`config.mk`:
```
export PLATFORM = sky130hd
export DESIGN_NAME = button_debouncer_flat
export DESIGN_NICKNAME = d
export VERILOG_FILES = /design/src/rtl/button_debouncer_if.sv /design/src/rtl/button_debouncer.sv /design/src/flat_wrapper.sv
export SDC_FILE = /design/constraint.sdc
export NUM_CORES = 1
export LEC_CHECK = 0
export CAP_MARGIN = 20
export CORE_MARGIN = 3
export CORE_UTILIZATION = 33
export CTS_BUF_LIST = sky130_fd_sc_hd__clkbuf_2 sky130_fd_sc_hd__clkbuf_4 sky130_fd_sc_hd__clkbuf_8
export DETAILED_ROUTE_END_ITERATION = 7
export PLACE_DENSITY = 0.56
export SETUP_SLACK_MARGIN = 0.4
export SLEW_MARGIN = 30
export SYNTH_ARGS = -nofsm -noshare
export SYNTH_HDL_FRONTEND = slang
export SYNTH_SLANG_ARGS = --single-unit
export TNS_END_PERCENT = 30
```
`constraint.sdc`:
```
create_clock -name clk25mhz -period 2.9 [get_ports clk25mhz]
set_input_delay 0.435 -clock clk25mhz [delete_from_list [all_inputs] [get_ports clk25mhz]]
set_output_delay 0.435 -clock clk25mhz [all_outputs]
set_load 0.005 [all_outputs]
```
`src/rtl/button_debouncer_if.sv`:
```
// Button debouncer port bundle: strobe and raw levels in,
// debounced levels and event pulses out.
interface button_debouncer_if #(
  parameter int N = 4
);
  logic         tick;
  logic [N-1:0] btn_raw;
  logic [N-1:0] btn_stable;
  logic [N-1:0] btn_press;
  logic [N-1:0] btn_release;
  logic [N-1:0] btn_long;

  modport master (
    output tick,
    output btn_raw,
    input  btn_stable,
    input  btn_press,
    input  btn_release,
    input  btn_long
  );

  modport slave (
    input  tick,
    input  btn_raw,
    output btn_stable,
    output btn_press,
    output btn_release,
    output btn_long
  );
endinterface

```
`src/rtl/button_debouncer.sv`:
```
// N-channel pushbutton debouncer with strobe-edge sampling,
// press/release pulses and a one-shot long-press pulse.
module button_debouncer #(
  parameter int N            = 4,
  parameter int STABLE_TICKS = 250,
  parameter int HOLD_TICKS   = 25000
) (
  input  logic               clk25mhz,
  input  logic               rst_n,
  button_debouncer_if.slave  bus
);

  typedef enum logic [1:0] {
    S_REL,
    S_PRESS_PEND,
    S_PRS,
    S_REL_PEND
  } state_t;

  localparam logic [9:0]  ST = 10'(STABLE_TICKS);
  localparam logic [15:0] HT = 16'(HOLD_TICKS);

  logic [N-1:0] r_sync1;
  logic [N-1:0] r_sync2;
  logic         r_tick_d;
  logic         w_rise;

  state_t       r_state   [N];
  state_t       w_state_nx[N];
  logic [9:0]   r_db      [N];
  logic [9:0]   w_db_nx   [N];
  logic [15:0]  r_hold    [N];
  logic [15:0]  w_hold_nx [N];

  logic [N-1:0] r_stable;
  logic [N-1:0] r_press;
  logic [N-1:0] r_release;
  logic [N-1:0] r_long;
  logic [N-1:0] w_stable_nx;
  logic [N-1:0] w_press_nx;
  logic [N-1:0] w_release_nx;
  logic [N-1:0] w_long_nx;

  assign w_rise = bus.tick & ~r_tick_d;

  always_comb begin
    w_stable_nx  = r_stable;
    w_press_nx   = '0;
    w_release_nx = '0;
    w_long_nx    = '0;
    for (int i = 0; i < N; i++) begin
      w_state_nx[i] = r_state[i];
      w_db_nx[i]    = r_db[i];
      w_hold_nx[i]  = r_hold[i];
      if (w_rise) begin
        // hold_cnt saturates at HT so the long pulse fires once per press
        if ((r_state[i] == S_PRS || r_state[i] == S_REL_PEND)
            && r_hold[i] != HT) begin
          w_hold_nx[i] = r_hold[i] + 16'd1;
          if (r_hold[i] + 16'd1 == HT)
            w_long_nx[i] = 1'b1;
        end
        unique case (r_state[i])
          S_REL, S_PRESS_PEND: begin
            if (r_sync2[i]) begin
              if (r_db[i] + 10'd1 == ST) begin
                w_stable_nx[i] = 1'b1;
                w_press_nx[i]  = 1'b1;
                w_db_nx[i]     = '0;
                w_hold_nx[i]   = '0;
                w_state_nx[i]  = S_PRS;
              end else begin
                w_db_nx[i]    = r_db[i] + 10'd1;
                w_state_nx[i] = S_PRESS_PEND;
              end
            end else begin
              w_db_nx[i]    = '0;
              w_state_nx[i] = S_REL;
            end
          end
          S_PRS, S_REL_PEND: begin
            if (!r_sync2[i]) begin
              if (r_db[i] + 10'd1 == ST) begin
                w_stable_nx[i]  = 1'b0;
                w_release_nx[i] = 1'b1;
                w_db_nx[i]      = '0;
                w_hold_nx[i]    = '0;
                w_state_nx[i]   = S_REL;
              end else begin
                w_db_nx[i]    = r_db[i] + 10'd1;
                w_state_nx[i] = S_REL_PEND;
              end
            end else begin
              w_db_nx[i]    = '0;
              w_state_nx[i] = S_PRS;
            end
          end
          default: w_state_nx[i] = S_REL;
        endcase
      end
    end
  end

  always_ff @(posedge clk25mhz) begin
    if (!rst_n) begin
      r_sync1   <= '0;
      r_sync2   <= '0;
      r_tick_d  <= 1'b0;
      r_stable  <= '0;
      r_press   <= '0;
      r_release <= '0;
      r_long    <= '0;
      for (int i = 0; i < N; i++) begin
        r_state[i] <= S_REL;
        r_db[i]    <= '0;
        r_hold[i]  <= '0;
      end
    end else begin
      r_sync1   <= bus.btn_raw;
      r_sync2   <= r_sync1;
      r_tick_d  <= bus.tick;
      r_stable  <= w_stable_nx;
      r_press   <= w_press_nx;
      r_release <= w_release_nx;
      r_long    <= w_long_nx;
      for (int i = 0; i < N; i++) begin
        r_state[i] <= w_state_nx[i];
        r_db[i]    <= w_db_nx[i];
        r_hold[i]  <= w_hold_nx[i];
      end
    end
  end

  assign bus.btn_stable  = r_stable;
  assign bus.btn_press   = r_press;
  assign bus.btn_release = r_release;
  assign bus.btn_long    = r_long;

endmodule

```
`src/flat_wrapper.sv`:
```
// flat-port wrapper written by rule: the top's interface ports become plain ports
module button_debouncer_flat 
#(
  parameter int N            = 4,
  parameter int STABLE_TICKS = 250,
  parameter int HOLD_TICKS   = 25000
)
  (clk25mhz, rst_n, bus_tick, bus_btn_raw, bus_btn_stable, bus_btn_press, bus_btn_release, bus_btn_long);
  button_debouncer_if #(.N(N)) bus_i ();
  input  logic clk25mhz;
  input  logic rst_n;
  input wire logic [$bits(bus_i.tick)-1:0] bus_tick;
  input wire logic [$bits(bus_i.btn_raw)-1:0] bus_btn_raw;
  output wire logic [$bits(bus_i.btn_stable)-1:0] bus_btn_stable;
  output wire logic [$bits(bus_i.btn_press)-1:0] bus_btn_press;
  output wire logic [$bits(bus_i.btn_release)-1:0] bus_btn_release;
  output wire logic [$bits(bus_i.btn_long)-1:0] bus_btn_long;
  assign bus_i.tick = bus_tick;
  assign bus_i.btn_raw = bus_btn_raw;
  assign bus_btn_stable = bus_i.btn_stable;
  assign bus_btn_press = bus_i.btn_press;
  assign bus_btn_release = bus_i.btn_release;
  assign bus_btn_long = bus_i.btn_long;
  button_debouncer #(.N(N), .STABLE_TICKS(STABLE_TICKS), .HOLD_TICKS(HOLD_TICKS)) u_core (.clk25mhz(clk25mhz), .rst_n(rst_n), .bus(bus_i));
endmodule
```
# Yosys cells after proc, flatten, opt, wreduce, memory -nomap -nowiden
# Memories as Yosys holds them, arrays and structs flattened.
# Cells that the tools add are included.
# word_totals
ff_bits	25
ramBits	112
inputBits	7
out_inout_bits	16
word_cells	236
memories	3
# memory_table
name	depth	width	read_ports	rd_ports_with_merged_regs	write_ports	line_no	rtl
u_core.r_hold	4	16	4	0	4	button_debouncer.sv:32	logic [15:0] r_hold [N];
u_core.r_db	4	10	4	0	4	button_debouncer.sv:30	logic [9:0] r_db [N];
u_core.r_state	4	2	4	0	4	button_debouncer.sv:28	state_t r_state [N];
# op_classes
add_sub_neg	8
n_eq_ne	40
mux	110
n_bitwise	20
n_reduce_logical	36
# op_table
operator	n
16-bit 2-to-1 mux	24
10-bit 2-to-1 mux	20
16-bit case mux with 2 select lines	4
10-bit case mux with 2 select lines	4
16-bit by 1-bit adder with 16-bit output, second input constant	4
16-bit by 15-bit == test with 1-bit output, second input constant	4
16-bit by 15-bit != test with 1-bit output, second input constant	4
2-bit 2-to-1 mux	24
10-bit by 1-bit adder with 10-bit output, second input constant	4
10-bit by 8-bit == test with 1-bit output, second input constant	4
1-bit 2-to-1 mux	26
2-bit by 1-bit != test with 1-bit output, second input constant	12
5-bit AND reduction	4
2-bit == test, second input constant	8
2-bit case mux with 2 select lines	4
4-bit AND reduction	4
2-bit OR reduction	8
4-bit OR reduction	4
1-bit OR	12
3-bit AND reduction	4
2-bit by 1-bit == test with 1-bit output, second input constant	4
2-bit zero test	4
2-bit != test, second input constant	4
1-bit case mux with 2 select lines	4
other kinds (4)	16

# Longest topological paths before layout
# logic_depth
ltp_word	9
ltp_mapped	9
ltp_nobuf	9

# Worst setup path before layout
# Ideal clock, no wire load.
# synth_path
kind	register -> register
startpoint	memory u_core.r_db[1][0]
endpoint	memory u_core.r_db[1][2]
setup_time_ns	0.114
arrival_time_ns	2.173
required_ns	2.786
slack_ns	0.614
stages_incl_launch_ff	10
path_buffers	1
synth_period_minus_slack_ns	2.286
cell_sequence	dfxtp_1 -> ha_1 -> nand3_1 -> or3_4 -> a2111oi_2 -> o211a_4 -> or3_4 -> buf_6 -> o21ai_1 -> a21o_1
# synth_lines
item	line_no
start, declared	button_debouncer.sv:30

==> flow_summary.json <==
{
  "sequentialPowerShare_pct": 49.1,
  "max-vdd-ir-drop_mv": 0.328,
  "fmax_ghz": 0.417,
  "synth-async-reset-ratio_pct": 0,
  "numClockSinks": 133,
  "start_util_pct": 33.8,
  "max_slew.worst_pin.slew_ns": 0.618,
  "fin_nets": 1011,
  "grt_usage_pct": 14.7,
  "multiInputGateArea_um2": 4810,
  "cts_tree": "built",
  "place_ws_ns": 0.266,
  "combPwrFrac_pct": 4.4,
  "synth_warnings": 0,
  "place.gp.congestion": 0.856,
  "cp_max_fo": 11,
  "p_sw_mw": 0.885,
  "antenna_found_initial": 0,
  "ys_ff_latch": 133,
  "hp-class": "flop to flop",
  "grt_remaining_overflow": 0,
  "h-tree-depth": 4,
  "slew_viol_final": 0,
  "grt_pass1_vias": 6357,
  "setup_ws_ns": 0.502,
  "wl_um": 18600,
  "setup_viol": 0,
  "antenna_cells": 0,
  "cp-end-kind": "flop",
  "outcome": "finished, final reports clean",
  "drive_gt1_share_pct": 12.4,
  "cts_root_buffer": "clkbuf_8",
  "design.portCount": 23,
  "grt_pass1_wl_um": 31600,
  "clkSlewWorstSetupHoldPaths_ns": 0.08,
  "hold_violations": 0,
  "rsz0062_at_grt": "true",
  "drtAntennaViolNets": 0,
  "die_x_um": 159,
  "clk_latency_ns": 0.46,
  "cts_buffers": 17,
  "yosysSeqAreaShare_pct": 34.5,
  "dieArea_um2": 25300,
  "setup.worst_path.class": "flop to flop",
  "fillers": 2372,
  "grt_max_degree": 32,
  "p_int_mw": 2.90,
  "drv_cap": 0,
  "vias": 6969,
  "tns_ns": 0,
  "rows": 55,
  "synth-edff-count": 0,
  "drt_iter0_markers": 437,
  "areaGrowthSynthToFinish_pct": 14.7,
  "drc": 0,
  "fin_crit_sh_pct": 82.7,
  "power_frac_clock_pct": 46.4,
  "syn_inst": 971,
  "yosysUniqueCellTypes": 76,
  "io_buffers": 22,
  "core-area_um2": 22800,
  "slew_headroom_pct": 58.7,
  "die_h_um": 159,
  "synth_nets": 998,
  "cts_buffer_depth": 2,
  "cp_data_required_time_ns": 3.25,
  "wl_per_cell_um": 14.2,
  "syn_area_um2": 7730,
  "seqCellArea_um2": 2670,
  "finalClockSkew_ns": 0.0137,
  "via_per_inst": 5.32,
  "cp.arrival_ns": 2.74,
  "postLayoutCoreUtil_pct": 38.8,
  "start_kind": "flop",
  "finalCriticalPeriod_ns": 2.40,
  "hpwl_um": 12900,
  "ys.flop_type": "dfxtp_1",
  "power_density_nw_per_um2": 427,
  "switching_share_pct": 23.4,
  "syn_avg_cell_area_um2": 7.96,
  "drtPass1Iterations": 7,
  "leakagePower_nw": 2.98
}
Yosys cell counts (all sizes together) (3+ instances only):
| master | n | area, um2 |
|---|---|---|
| dfxtp | 133 | 2660 |
| nand2 | 100 | 375 |
| nor2 | 86 | 323 |
| nand3 | 61 | 320 |
| o21ai | 48 | 240 |
| nand4 | 42 | 278 |
| clkbuf | 37 | 140 |
| xor2 | 36 | 315 |
| a21oi | 35 | 186 |
| nor3 | 32 | 180 |
| inv | 29 | 109 |
| and3 | 28 | 175 |
| xnor2 | 26 | 228 |
| and2 | 24 | 150 |
| buf | 20 | 110 |
| ha | 20 | 250 |
| a31oi | 17 | 106 |
| nor4 | 16 | 100 |
| a21o | 12 | 90.1 |
| nor3b | 12 | 100 |
| nand2b | 10 | 62.6 |
| a22o | 9 | 78.8 |
| o22ai | 9 | 56.3 |
| o31ai | 9 | 81.3 |
| or3 | 9 | 71.3 |
| or4 | 9 | 67.6 |
| a31o | 7 | 61.3 |
| nor2b | 7 | 43.8 |
| or2 | 7 | 43.8 |
| o211ai | 6 | 45.0 |
| and4 | 5 | 43.8 |
| nand4b | 5 | 43.8 |
| o21a | 5 | 37.5 |
| a2111oi | 4 | 41.3 |
| mux2i | 4 | 40.0 |
| nand3b | 4 | 30.0 |
| a211o | 3 | 26.3 |
| a21boi | 3 | 22.5 |
| a22oi | 3 | 22.5 |
| and3b | 3 | 26.3 |
| nor4bb | 3 | 30.0 |
| o211a | 3 | 37.5 |
| o41ai | 3 | 26.3 |
| or3b | 3 | 26.3 |
sequential cells by signal (all words and copies together), names as in the netlist:
signal and count:
u_core.bus.btn_long 4, u_core.bus.btn_press 4, u_core.bus.btn_release 4, u_core.bus.btn_stable 4, u_core.r_db 40, u_core.r_hold 64, u_core.r_state 4, u_core.r_sync1 4
u_core.r_sync2 4, u_core.r_tick_d 1
worst paths after layout:
| check | from | to | slack [ns] | depth (start not counted) |
|---|---|---|---|---|
| setup / recovery | u_core.r_db[0][0] | u_core.r_hold[0][4] | 0.50 | 8 |
| hold / removal | u_core.r_sync1[1] | u_core.r_sync2[1] | 0.44 | 1 |
| setup reg to reg | u_core.r_db[0][0] | u_core.r_hold[0][4] | 0.50 | 8 |
| hold reg to reg | u_core.r_sync1[1] | u_core.r_sync2[1] | 0.44 | 1 |
power by group through the flow:
| stage | registers [mW] | clock network [mW] | logic (mW) |
|---|---|---|---|
| 3_3_place_gp | 1.90 | 0 | 0.168 |
| 3_5_place_dp | 1.90 | 0 | 0.168 |
| 5_1_grt | 1.86 | 1.87 | 0.187 |
| 2_1_floorplan | 1.89 | 0 | 0.0995 |
| 4_1_cts | 1.86 | 1.80 | 0.169 |
| 6_report | 1.86 | 1.76 | 0.168 |
placed cells by master (no fill, tap or decap), types with 6 or more instances in the layout:
cell,netlist,final
a21oi_1,34,34
nor2_1,86,85
ha_1,20,14
clkdlybuf4s50_1,0,21
a31oi_1,17,16
o22ai_1,9,9
or3_1,6,6
nand3_1,58,55
nor4_1,16,14
nand2b_1,10,9
a21o_1,12,12
and3_1,28,28
o31ai_1,8,8
nor3_1,28,28
dfxtp_2,0,9
dfxtp_1,133,124
nor3b_1,10,10
a22o_1,9,8
inv_1,29,29
a31o_2,7,7
nand2_1,100,99
o21ai_0,45,45
xnor2_1,26,26
or4_1,9,9
o211ai_1,6,6
nand4_1,41,41
xor2_1,36,36
buf_4,2,29
clkbuf_8,0,19
and2_1,24,23
nor2b_1,7,6
worst max-delay path, cell delays in order, from the launching register on:
cell and delay (ns):
dfxtp_2 0.38, ha_2 0.24, nand3_4 0.12, or3_4 0.37
a21oi_4 0.18, nand4_4 0.19, or2_1 0.28, nor3b_2 0.17
a221o_1 0.36
routing by layer:
metal  vias up  share of wire, %  global-route usage, %
met5         -                 0                      0
met4         0               1.3                   4.10
met3        21               3.7                   3.23
met2       116                44                   23.6
met1      3286                50                   20.1
li1       3546                 -                      -
cell type report:
class / instances / share of cell area, %
repair buffers: 51 / 4.89
clock buffers: 20 / 3.04
flip-flops and latches: 133 / 30.2
inverters: 29 / 1.23
multi-input cells: 752 / 54.2
clock inverters: 12 / 2.01
well taps: 313 / 4.42
stage by stage:
step	total power, mW	std cells	hold slack, ns	cell area, um2
2_1_floorplan	1.99	971	0.412	7730
3_3_place_gp	2.07	1273	0.414	8270
3_5_place_dp	2.07	1273	0.418	8270
4_1_cts	3.83	1305	0.439	8720
5_1_grt	3.92	1310	0.446	8860
6_report	3.78	1310	0.436	8860
cell families (layout without fill, tap and decap cells):
| logic type | count (synthesis) | after routing | synth area share (%) |
|---|---|---|---|
| compound gates | 196 | 196 | 17.4 |
| buf+inv | 86 | 112 | 4.65 |
| fa+ha+maj | 20 | 20 | 3.24 |
| mux | 5 | 5 | 0.664 |
| flops | 133 | 133 | 34.5 |
| xor+xnor | 62 | 62 | 7.03 |
| simple gates | 469 | 469 | 32.6 |
repair_timing:
item                                    CTS  global route
hold buffers                              0             0
resized for setup                         2            30
buffers inserted                          0             5
endpoints found under the setup margin   15            79
pin swaps                                 0             2
Power figures use the tool's default switching activity.
==> variant: new RTL, same flow settings <==
Make the reset (`rst_n`) asynchronous in one clocked block.
--- a/src/rtl/button_debouncer.sv
+++ b/src/rtl/button_debouncer.sv
@@ -101,7 +101,7 @@
     end
   end
 
-  always_ff @(posedge clk25mhz) begin
+  always_ff @(posedge clk25mhz or negedge rst_n) begin
     if (!rst_n) begin
       r_sync1   <= '0;
       r_sync2   <= '0;
Check against the original RTL: same outputs for any inputs over 4 cycles, from zero or initial values and one cycle with rst_n low; that may be too few to reach the edited logic, so the function may still have changed.
==> variant against the original RTL <==
- die area rose by 8.4%
- synthesized area rose by 8.8%
- worst setup slack improved by 0.0055 ns
- design area rose by 7.7%
- wire length rose by 8.7%
- sequential cell count did not move
Power is not compared: it rests on default switching activity, and its combinational part moved more than twofold at a synthesized area within 25%.
==> variant: results <==
[status]
status = "finished, final reports clean"

[setup_path]
cp.arrival_ns = 2.72
critPathMaxFanout = 9
regToRegEndpoint = "u_core.r_hold[47]"
r2r-start = "u_core.r_db[20]"
slowest_delay_ns = 0.63
cp_slowest_cell = "or4_4"

[route]
wl_um = 20200
post_drt_wl_per_cell_um = 15.1
drtPass1Iterations = 5
antenna_left = 0
vias = 7364
drt_iter0_drc = 370

[global_routing]
grt_pass1_vias = 6776
grt_pass1_wl_um = 34000
track_usage_pct = 15.1

[worst_hold_path]
min_path_cells = 0
hp-start = "u_core.r_sync1[1]"
hold_end = "u_core.r_sync2[1]"

[place]
placed_area_mm2 = 0.00903
place_congestion = 0.819
dp.cells = 1301
dp_hpwl_um = 13700

[logic_synthesis]
synth_area_per_cell_um2 = 8.53
post_synth_most_frequent_cells = "dfrtp_1 (133), nand2_1 (108), nand3_1 (71), nor2_1 (71), o21ai_0 (70)"
yosysSeqAreaShare_pct = 39.6
synth_area_leaders = "dfrtp_1 (40%), nand2_1 (4.8%), nand3_1 (4.2%)"
async_flop_share_pct = 100
synth_edf_count = 0

[timing]
fin_skew_ns = 0.0152
worst_pin_slew_ns = 0.840
holdWs_ns = 0.354

[cells_and_area]
nNetsFinal = 1026
drive_gt1_share_pct = 9.30
[variant: what timing repair did]
item	CTS	global route
hold buffers	1	0
pin swaps	1	3
gates resized for setup	1	8
endpoints found under the hold margin	48	0
endpoints found under the setup margin	8	44
buffers inserted	0	2
[variant: how the worst max path moves through the flow]
| stage | end | from | slack, ns |
|---|---|---|---|
| floorplan | u_core.r_hold[56] | u_core.r_db[30] | 0.57 |
| global placement | u_core.r_hold[5] | u_core.r_db[0] | 0.40 |
| detailed placement | u_core.r_hold[59] | u_core.r_db[30] | 0.37 |
| CTS | u_core.r_hold[5] | u_core.r_db[0] | 0.37 |
| global route | u_core.r_hold[9] | u_core.r_db[0] | 0.35 |
| finish | u_core.r_hold[47] | u_core.r_db[20] | 0.51 |
[variant: area by class of cell]
type	instances	area (um^2)
Clock buffer	20	269
Clock inverter	11	174
Fill cell	2546	15100
Inverter	41	154
Multi-Input combinational cell	754	4740
Sequential cell	133	3330
Tap cell	324	405
Timing Repair Buffer	52	474
[variant: worst register-to-register path, cell delays in order, from the launching register on]
cell     delay (ns)
dfrtp_1        0.44
ha_1           0.29
and4_4         0.19
nor3_1         0.19
a31oi_2        0.10
or4_4          0.63
buf_4          0.20
a31oi_1        0.17
o31ai_1        0.09
[variant: power by group]
part           switching [mW]  internal [mW]
combinational           0.408          0.306
sequential              0.249           1.99
clock                   0.781          0.993
[variant: cell families after synthesis]
family | share of synthesized area, %
and+or+nand+nor | 29.9
AOI/OAI and AO/OA | 17.6
DFF | 39.6
buffers and inverters | 4.63
xor gates and xnor gates | 3.13
adders and majority gates | 2.98
muxes | 2.19
[variant: layer usage]
layer  GRT usage (%)  up-vias  routed length, um
li1                -     3666                  -
met1            21.3     3566              10100
met2            24.1      115               9240
met3            2.49       17                615
met4            4.31        0                265
met5               0        -                  0
